===== src/rtl/exec_unit_mc.sv =====
// Multi-cycle execute stage: accepts one decoded instruction, reads operands from the
// internal register file, executes (iterative shift-add for MUL), writes back and pulses a result.
module exec_unit_mc #(
  parameter int XLEN = 32,
  parameter int PC_W = 8,
  parameter int NREG = 32,
  parameter int RA_W = 5
) (
  input  logic            clk,
  input  logic            rst,
  input  logic            in_valid_i,
  output logic            in_ready_o,
  input  logic [PC_W-1:0] pc_i,
  input  logic [1:0]      type_i,
  input  logic [5:0]      opc_i,
  input  logic [RA_W-1:0] rs_i,
  input  logic [RA_W-1:0] rt_i,
  input  logic [RA_W-1:0] rd_i,
  input  logic [5:0]      funct_i,
  input  logic [4:0]      shamt_i,
  input  logic [15:0]     imm_i,
  input  logic [25:0]     iindex_i,
  output logic            out_valid_o,
  output logic [PC_W-1:0] nextpc_o,
  output logic [XLEN-1:0] regvalue_o,
  output logic            illegal_o,
  output logic            busy_o,
  input  logic [RA_W-1:0] dbg_addr_i,
  output logic [XLEN-1:0] dbg_data_o
);

  localparam int CNT_W = (XLEN > 1) ? $clog2(XLEN) : 1;

  localparam logic [1:0] T_I = 2'b00;
  localparam logic [1:0] T_R = 2'b01;
  localparam logic [1:0] T_J = 2'b10;

  localparam logic [5:0] OP_ADDIU = 6'b001001;
  localparam logic [5:0] OP_ANDI  = 6'b001100;
  localparam logic [5:0] OP_ORI   = 6'b001101;
  localparam logic [5:0] OP_BEQ   = 6'b000100;
  localparam logic [5:0] OP_RTYPE = 6'b000000;

  localparam logic [5:0] FN_ADDU = 6'b100001;
  localparam logic [5:0] FN_SUBU = 6'b100011;
  localparam logic [5:0] FN_AND  = 6'b100100;
  localparam logic [5:0] FN_OR   = 6'b100101;
  localparam logic [5:0] FN_SLL  = 6'b000000;
  localparam logic [5:0] FN_SRL  = 6'b000010;
  localparam logic [5:0] FN_MUL  = 6'b011000;

  typedef enum logic [1:0] {
    S_IDLE = 2'd0,
    S_EXEC = 2'd1,
    S_MUL  = 2'd2
  } state_e;

  state_e             state_q;
  logic [XLEN-1:0]    regs_q [NREG];

  logic [PC_W-1:0]    pc_q;
  logic [1:0]         type_q;
  logic [5:0]         opc_q;
  logic [5:0]         funct_q;
  logic [RA_W-1:0]    rt_idx_q;
  logic [RA_W-1:0]    rd_idx_q;
  logic [4:0]         shamt_q;
  logic [15:0]        imm_q;
  logic [PC_W-1:0]    jtgt_q;
  logic [XLEN-1:0]    a_q;
  logic [XLEN-1:0]    b_q;
  logic [XLEN-1:0]    acc_q;
  logic [CNT_W-1:0]   cnt_q;

  logic               out_valid_q;
  logic [PC_W-1:0]    nextpc_q;
  logic [XLEN-1:0]    regvalue_q;
  logic               illegal_q;

  logic [XLEN-1:0]    rs_val;
  logic [XLEN-1:0]    rt_val;
  logic               is_mul;

  logic [PC_W-1:0]    pc_inc;
  logic [XLEN-1:0]    simm;
  logic [XLEN-1:0]    zimm;
  logic               wr_en;
  logic [RA_W-1:0]    wr_idx;
  logic [XLEN-1:0]    wr_val;
  logic [PC_W-1:0]    npc;
  logic               ill;

  logic               unused_iindex;

  // r0 and indices beyond the implemented file behave as constant zero / write sink.
  function automatic logic idx_ok(input logic [RA_W-1:0] idx);
    return (idx != '0) && (int'(idx) < NREG);
  endfunction

  assign rs_val     = idx_ok(rs_i) ? regs_q[rs_i] : '0;
  assign rt_val     = idx_ok(rt_i) ? regs_q[rt_i] : '0;
  assign dbg_data_o = idx_ok(dbg_addr_i) ? regs_q[dbg_addr_i] : '0;

  assign is_mul = (type_i == T_R) && (opc_i == OP_RTYPE) && (funct_i == FN_MUL);

  assign unused_iindex = ^iindex_i;

  always_comb begin
    pc_inc = pc_q + PC_W'(1);
    simm   = {{(XLEN-16){imm_q[15]}}, imm_q};
    zimm   = {{(XLEN-16){1'b0}}, imm_q};
    wr_en  = 1'b0;
    wr_idx = rd_idx_q;
    wr_val = '0;
    npc    = pc_inc;
    ill    = 1'b0;
    case (type_q)
      T_I: begin
        wr_idx = rt_idx_q;
        case (opc_q)
          OP_ADDIU: begin wr_en = 1'b1; wr_val = a_q + simm; end
          OP_ANDI:  begin wr_en = 1'b1; wr_val = a_q & zimm; end
          OP_ORI:   begin wr_en = 1'b1; wr_val = a_q | zimm; end
          OP_BEQ:   if (a_q == b_q) npc = pc_inc + simm[PC_W-1:0];
          default:  ill = 1'b1;
        endcase
      end
      T_R: begin
        if (opc_q != OP_RTYPE) begin
          ill = 1'b1;
        end else begin
          wr_en = 1'b1;
          case (funct_q)
            FN_ADDU: wr_val = a_q + b_q;
            FN_SUBU: wr_val = a_q - b_q;
            FN_AND:  wr_val = a_q & b_q;
            FN_OR:   wr_val = a_q | b_q;
            FN_SLL:  wr_val = b_q << shamt_q;
            FN_SRL:  wr_val = b_q >> shamt_q;
            FN_MUL:  wr_val = acc_q;
            default: begin wr_en = 1'b0; ill = 1'b1; end
          endcase
        end
      end
      T_J:     npc = jtgt_q;
      default: ill = 1'b1;
    endcase
    if (!idx_ok(wr_idx)) wr_en = 1'b0;
  end

  // rst is expected to arrive with its release already synchronised to clk.
  always_ff @(posedge clk or posedge rst) begin
    if (rst) begin
      state_q     <= S_IDLE;
      for (int i = 0; i < NREG; i++) regs_q[i] <= '0;
      pc_q        <= '0;
      type_q      <= '0;
      opc_q       <= '0;
      funct_q     <= '0;
      rt_idx_q    <= '0;
      rd_idx_q    <= '0;
      shamt_q     <= '0;
      imm_q       <= '0;
      jtgt_q      <= '0;
      a_q         <= '0;
      b_q         <= '0;
      acc_q       <= '0;
      cnt_q       <= '0;
      out_valid_q <= 1'b0;
      nextpc_q    <= '0;
      regvalue_q  <= '0;
      illegal_q   <= 1'b0;
    end else begin
      out_valid_q <= 1'b0;
      case (state_q)
        S_IDLE: begin
          if (in_valid_i) begin
            pc_q     <= pc_i;
            type_q   <= type_i;
            opc_q    <= opc_i;
            funct_q  <= funct_i;
            rt_idx_q <= rt_i;
            rd_idx_q <= rd_i;
            shamt_q  <= shamt_i;
            imm_q    <= imm_i;
            jtgt_q   <= iindex_i[PC_W-1:0];
            a_q      <= rs_val;
            b_q      <= rt_val;
            acc_q    <= '0;
            cnt_q    <= '0;
            state_q  <= is_mul ? S_MUL : S_EXEC;
          end
        end
        // One multiplier bit per cycle; a_q is the shifted multiplicand, b_q the remaining multiplier.
        S_MUL: begin
          if (b_q[0]) acc_q <= acc_q + a_q;
          a_q   <= a_q << 1;
          b_q   <= b_q >> 1;
          cnt_q <= cnt_q + CNT_W'(1);
          if (cnt_q == CNT_W'(XLEN-1)) state_q <= S_EXEC;
        end
        S_EXEC: begin
          if (wr_en) regs_q[wr_idx] <= wr_val;
          nextpc_q    <= npc;
          regvalue_q  <= wr_en ? wr_val : '0;
          illegal_q   <= ill;
          out_valid_q <= 1'b1;
          state_q     <= S_IDLE;
        end
        default: state_q <= S_IDLE;
      endcase
    end
  end

  assign in_ready_o  = (state_q == S_IDLE);
  assign busy_o      = (state_q == S_EXEC) || (state_q == S_MUL);
  assign out_valid_o = out_valid_q;
  assign nextpc_o    = nextpc_q;
  assign regvalue_o  = regvalue_q;
  assign illegal_o   = illegal_q;

endmodule


===== config.mk =====
export PLATFORM = sky130hd
export DESIGN_NAME = exec_unit_mc
export DESIGN_NICKNAME = d
export VERILOG_FILES = /design/src/rtl/exec_unit_mc.sv
export SDC_FILE = /design/constraint.sdc
export NUM_CORES = 2
export LEC_CHECK = 0
export ABC_CLOCK_PERIOD_IN_PS = 124800
export CELL_PAD_IN_SITES_DETAIL_PLACEMENT = 1
export CELL_PAD_IN_SITES_GLOBAL_PLACEMENT = 1
export CORE_MARGIN = 10
export CORE_UTILIZATION = 30
export DETAILED_ROUTE_END_ITERATION = 10
export PLACE_DENSITY_LB_ADDON = 0.15
export SETUP_SLACK_MARGIN = 0.2
export SLEW_MARGIN = 0
export SYNTH_ARGS = -nofsm -noshare
export SYNTH_HDL_FRONTEND = slang
export SYNTH_SLANG_ARGS = --single-unit

===== constraint.sdc =====
create_clock -name clk -period 124.8 [get_ports clk]
set_input_delay 18.72 -clock clk [delete_from_list [all_inputs] [get_ports clk]]
set_output_delay 18.72 -clock clk [all_outputs]
set_load 0.01 [all_outputs]

==> results.json <==
{
  "outcome": "finished, final reports clean",
  "post-route-period-util": 0.3382,
  "cp_slowest_cell": "mux2i_1",
  "cts_root_buf": "clkbuf_16",
  "cp_slowest_stage_delay_ps": 830,
  "synthArstFlopShare": 1.000,
  "ys_dominant_reg_cell": "dfrtp_1",
  "worst_slack_ps": 82600,
  "cts_buffers": 166,
  "crit_buf_inv": 4,
  "post_route_cells_drive_above_1_share": 0.2512,
  "grt_max_degree": 172,
  "syn_avg_cell_area_um2": 11.30,
  "netlist_top_cells_count": "dfrtp_1 (1230), nor2_1 (1067), mux4_2 (1007), a21oi_1 (835), clkbuf_1 (399)",
  "setup_viol": 0,
  "crit_top_cell": "mux4_2",
  "fin_nets": 7420,
  "rsz0062_at_grt": "no",
  "synth_area_leaders": "dfrtp_1 (37%), mux4_2 (27%), a21oi_1 (5.0%)",
  "antenna_found_initial": 21,
  "synth_nets": 7666,
  "cts_tree": "done",
  "cp-end-kind": "output pin",
  "wl_per_cell_um": 34.08,
  "p_total_mw": 1.810,
  "routed_wl_um": 373600,
  "cp_cell_sequence": "buf_8 > buf_4 > buf_12 > mux4_2 > mux4_2 > mux2i_1 > nor2_1 > clkdlybuf4s50_1",
  "dieArea_um2": 299300,
  "powerDensity_nw_per_um2": 19.31,
  "utilization": 0.3391,
  "yosysSeqAreaShare": 0.3694,
  "place_congestion": 0.9079,
  "drtAntennaViolNets": 0,
  "leakagePower_nw": 38.30,
  "relSlewSlack": 0.1029,
  "cp_data_required_time_ps": 106080,
  "fin_skew_ps": 111.0,
  "yosysWarnings": 0,
  "cts_hold_buffers": 0,
  "yosysTopAreaCell": "dfrtp_1",
  "core_area_um2": 276500,
  "first_global_vias": 68563,
  "clk_pin_slew_ps": 60,
  "grt_pass1_wl_um": 534900,
  "fmax_mhz": 23.70,
  "synth_top_area_frac": 0.3694,
  "ys_types": 107,
  "dp.cells": 10668,
  "tightest_slew_ps": 1308,
  "hold_viol": 0,
  "place.detailed.hpwl_um": 242700,
  "ctsResizeCount": 0,
  "clock_latency_ps": 890,
  "dieHeight_um": 547.0,
  "avgViaCountPerCell": 6.025,
  "synth_edf_count": 0,
  "synth_area_um2": 83330,
  "hold_class": "flop to flop",
  "regToRegSetupSlack_ps": 119310,
  "htree_levels": 4,
  "vias": 66051,
  "tns_ps": 0,
  "cts_setup_buffers": 0,
  "rows": 193,
  "start_util": 0.3014,
  "cts_buffer_depth": 4,
  "place.port_buffers": 149,
  "cp_max_fo": 107,
  "peakVddDrop_mv": 0.009096,
  "fin_crit_ps": 42200,
  "clock_sinks": 1230,
  "maxCapViolCount": 0,
  "maxSlewViolCount": 0,
  "area_growth_pct": 12.50,
  "synth_seq_cells": 1230,
  "overflow": 0,
  "gr-usage-all-layers": 0.2426,
  "cp_top_family": "buffers and inverters",
  "drtPass1Iterations": 5,
  "synth_most_common_cell": "dfrtp_1",
  "preCtsSetupSlack_ps": 82570,
  "fin_cells": 10963,
  "start_kind": "input pin",
  "arrival_ps": 23480,
  "fp.dieW_um": 547.0,
  "critPathKind": "input pin to output pin",
  "drt_iter0_drc": 6470,
  "pin_count": 168,
  "syn_inst": 7377,
  "remaining_drc_errors": 0
}
cell type report:
type                            instances  area, um2
Antenna cell                            5      12.51
Clock buffer                          230       4828
Clock inverter                         60      705.7
Fill cell                           29828     182700
Inverter                              172      653.1
Multi-Input combinational cell       5210      49050
Sequential cell                      1230      30790
Tap cell                             3705       4636
Timing Repair Buffer                  351       3077
metal layers:
metal  wire [um]  GRT usage  share of wire
met5          54          0        0.00014
met3       19470    0.03189          0.052
met4       16070    0.09045          0.043
met1      163400     0.3341           0.44
met2      174600     0.3904           0.47
path summary, 6_finish.rpt:
kind | depth (start not counted) | from | to
max in group asynchronous | 7 | rst | regs_q[146]
min | 0 | regs_q[1013] | regs_q[1013]
min in group asynchronous | 2 | rst | regs_q[60]
max reg2reg | 11 | a_q[7] | regs_q[376]
max | 8 | dbg_addr_i[0] | dbg_data_o[20]
min reg2reg | 0 | regs_q[1013] | regs_q[1013]
worst register-to-register path, delay by kind of cell (launching register included):
kind,cells,cell delay (ps)
adders and majority gates,1,630
and+or+nand+nor,3,1410
DFF,1,680
buffers and inverters,1,340
AOI/OAI and AO/OA,6,2380
sequential cells by signal, summed over array words and instances, names as in the netlist:
| signal | count |
|---|---|
| type_q | 2 |
| opc_q | 6 |
| nextpc_o | 8 |
| regvalue_o | 32 |
| cnt_q | 5 |
| imm_q | 16 |
| pc_q | 8 |
| illegal_o | 1 |
| state_q | 2 |
| rt_idx_q | 5 |
| shamt_q | 5 |
| jtgt_q | 8 |
| acc_q | 32 |
| rd_idx_q | 5 |
| funct_q | 6 |
| out_valid_o | 1 |
| regs_q | 1024 |
| b_q | 32 |
| a_q | 32 |
power breakdown:
| group | leakage (nW) | internal [mW] | switching, mW |
|---|---|---|---|
| Combinational | 18.7 | 0.286 | 0.485 |
| Clock | 2.74 | 0.298 | 0.200 |
| Sequential | 16.9 | 0.452 | 0.0891 |
cell families after synthesis:
kind of cell,Yosys count,synth area share
AOI/OAI and AO/OA,1867,0.1376
xor gates and xnor gates,73,0.007673
adders and majority gates,197,0.03003
buffers and inverters,937,0.04785
DFF,1230,0.3694
muxes,1336,0.3173
and+or+nand+nor,1737,0.09012
through the flow:
stage	area [um2]	hold slack (ps)
global route	93740	423.9
CTS	93740	416.0
floorplan	83330	458.0
global placement	88210	393.5
detailed placement	88210	403.6
finish	93750	413.9
cell usage in the layout (no fill, tap or decap), types with 134 or more instances in the layout:
cell type	count
mux2_2	204
a21oi_1	826
o21ai_0	234
nor2_1	1050
ha_1	191
buf_4	204
nand2_1	290
a31oi_1	267
clkbuf_16	169
mux4_2	1007
clkdlybuf4s50_1	134
dfrtp_1	1226
inv_1	166
Power figures use the tool's default switching activity.
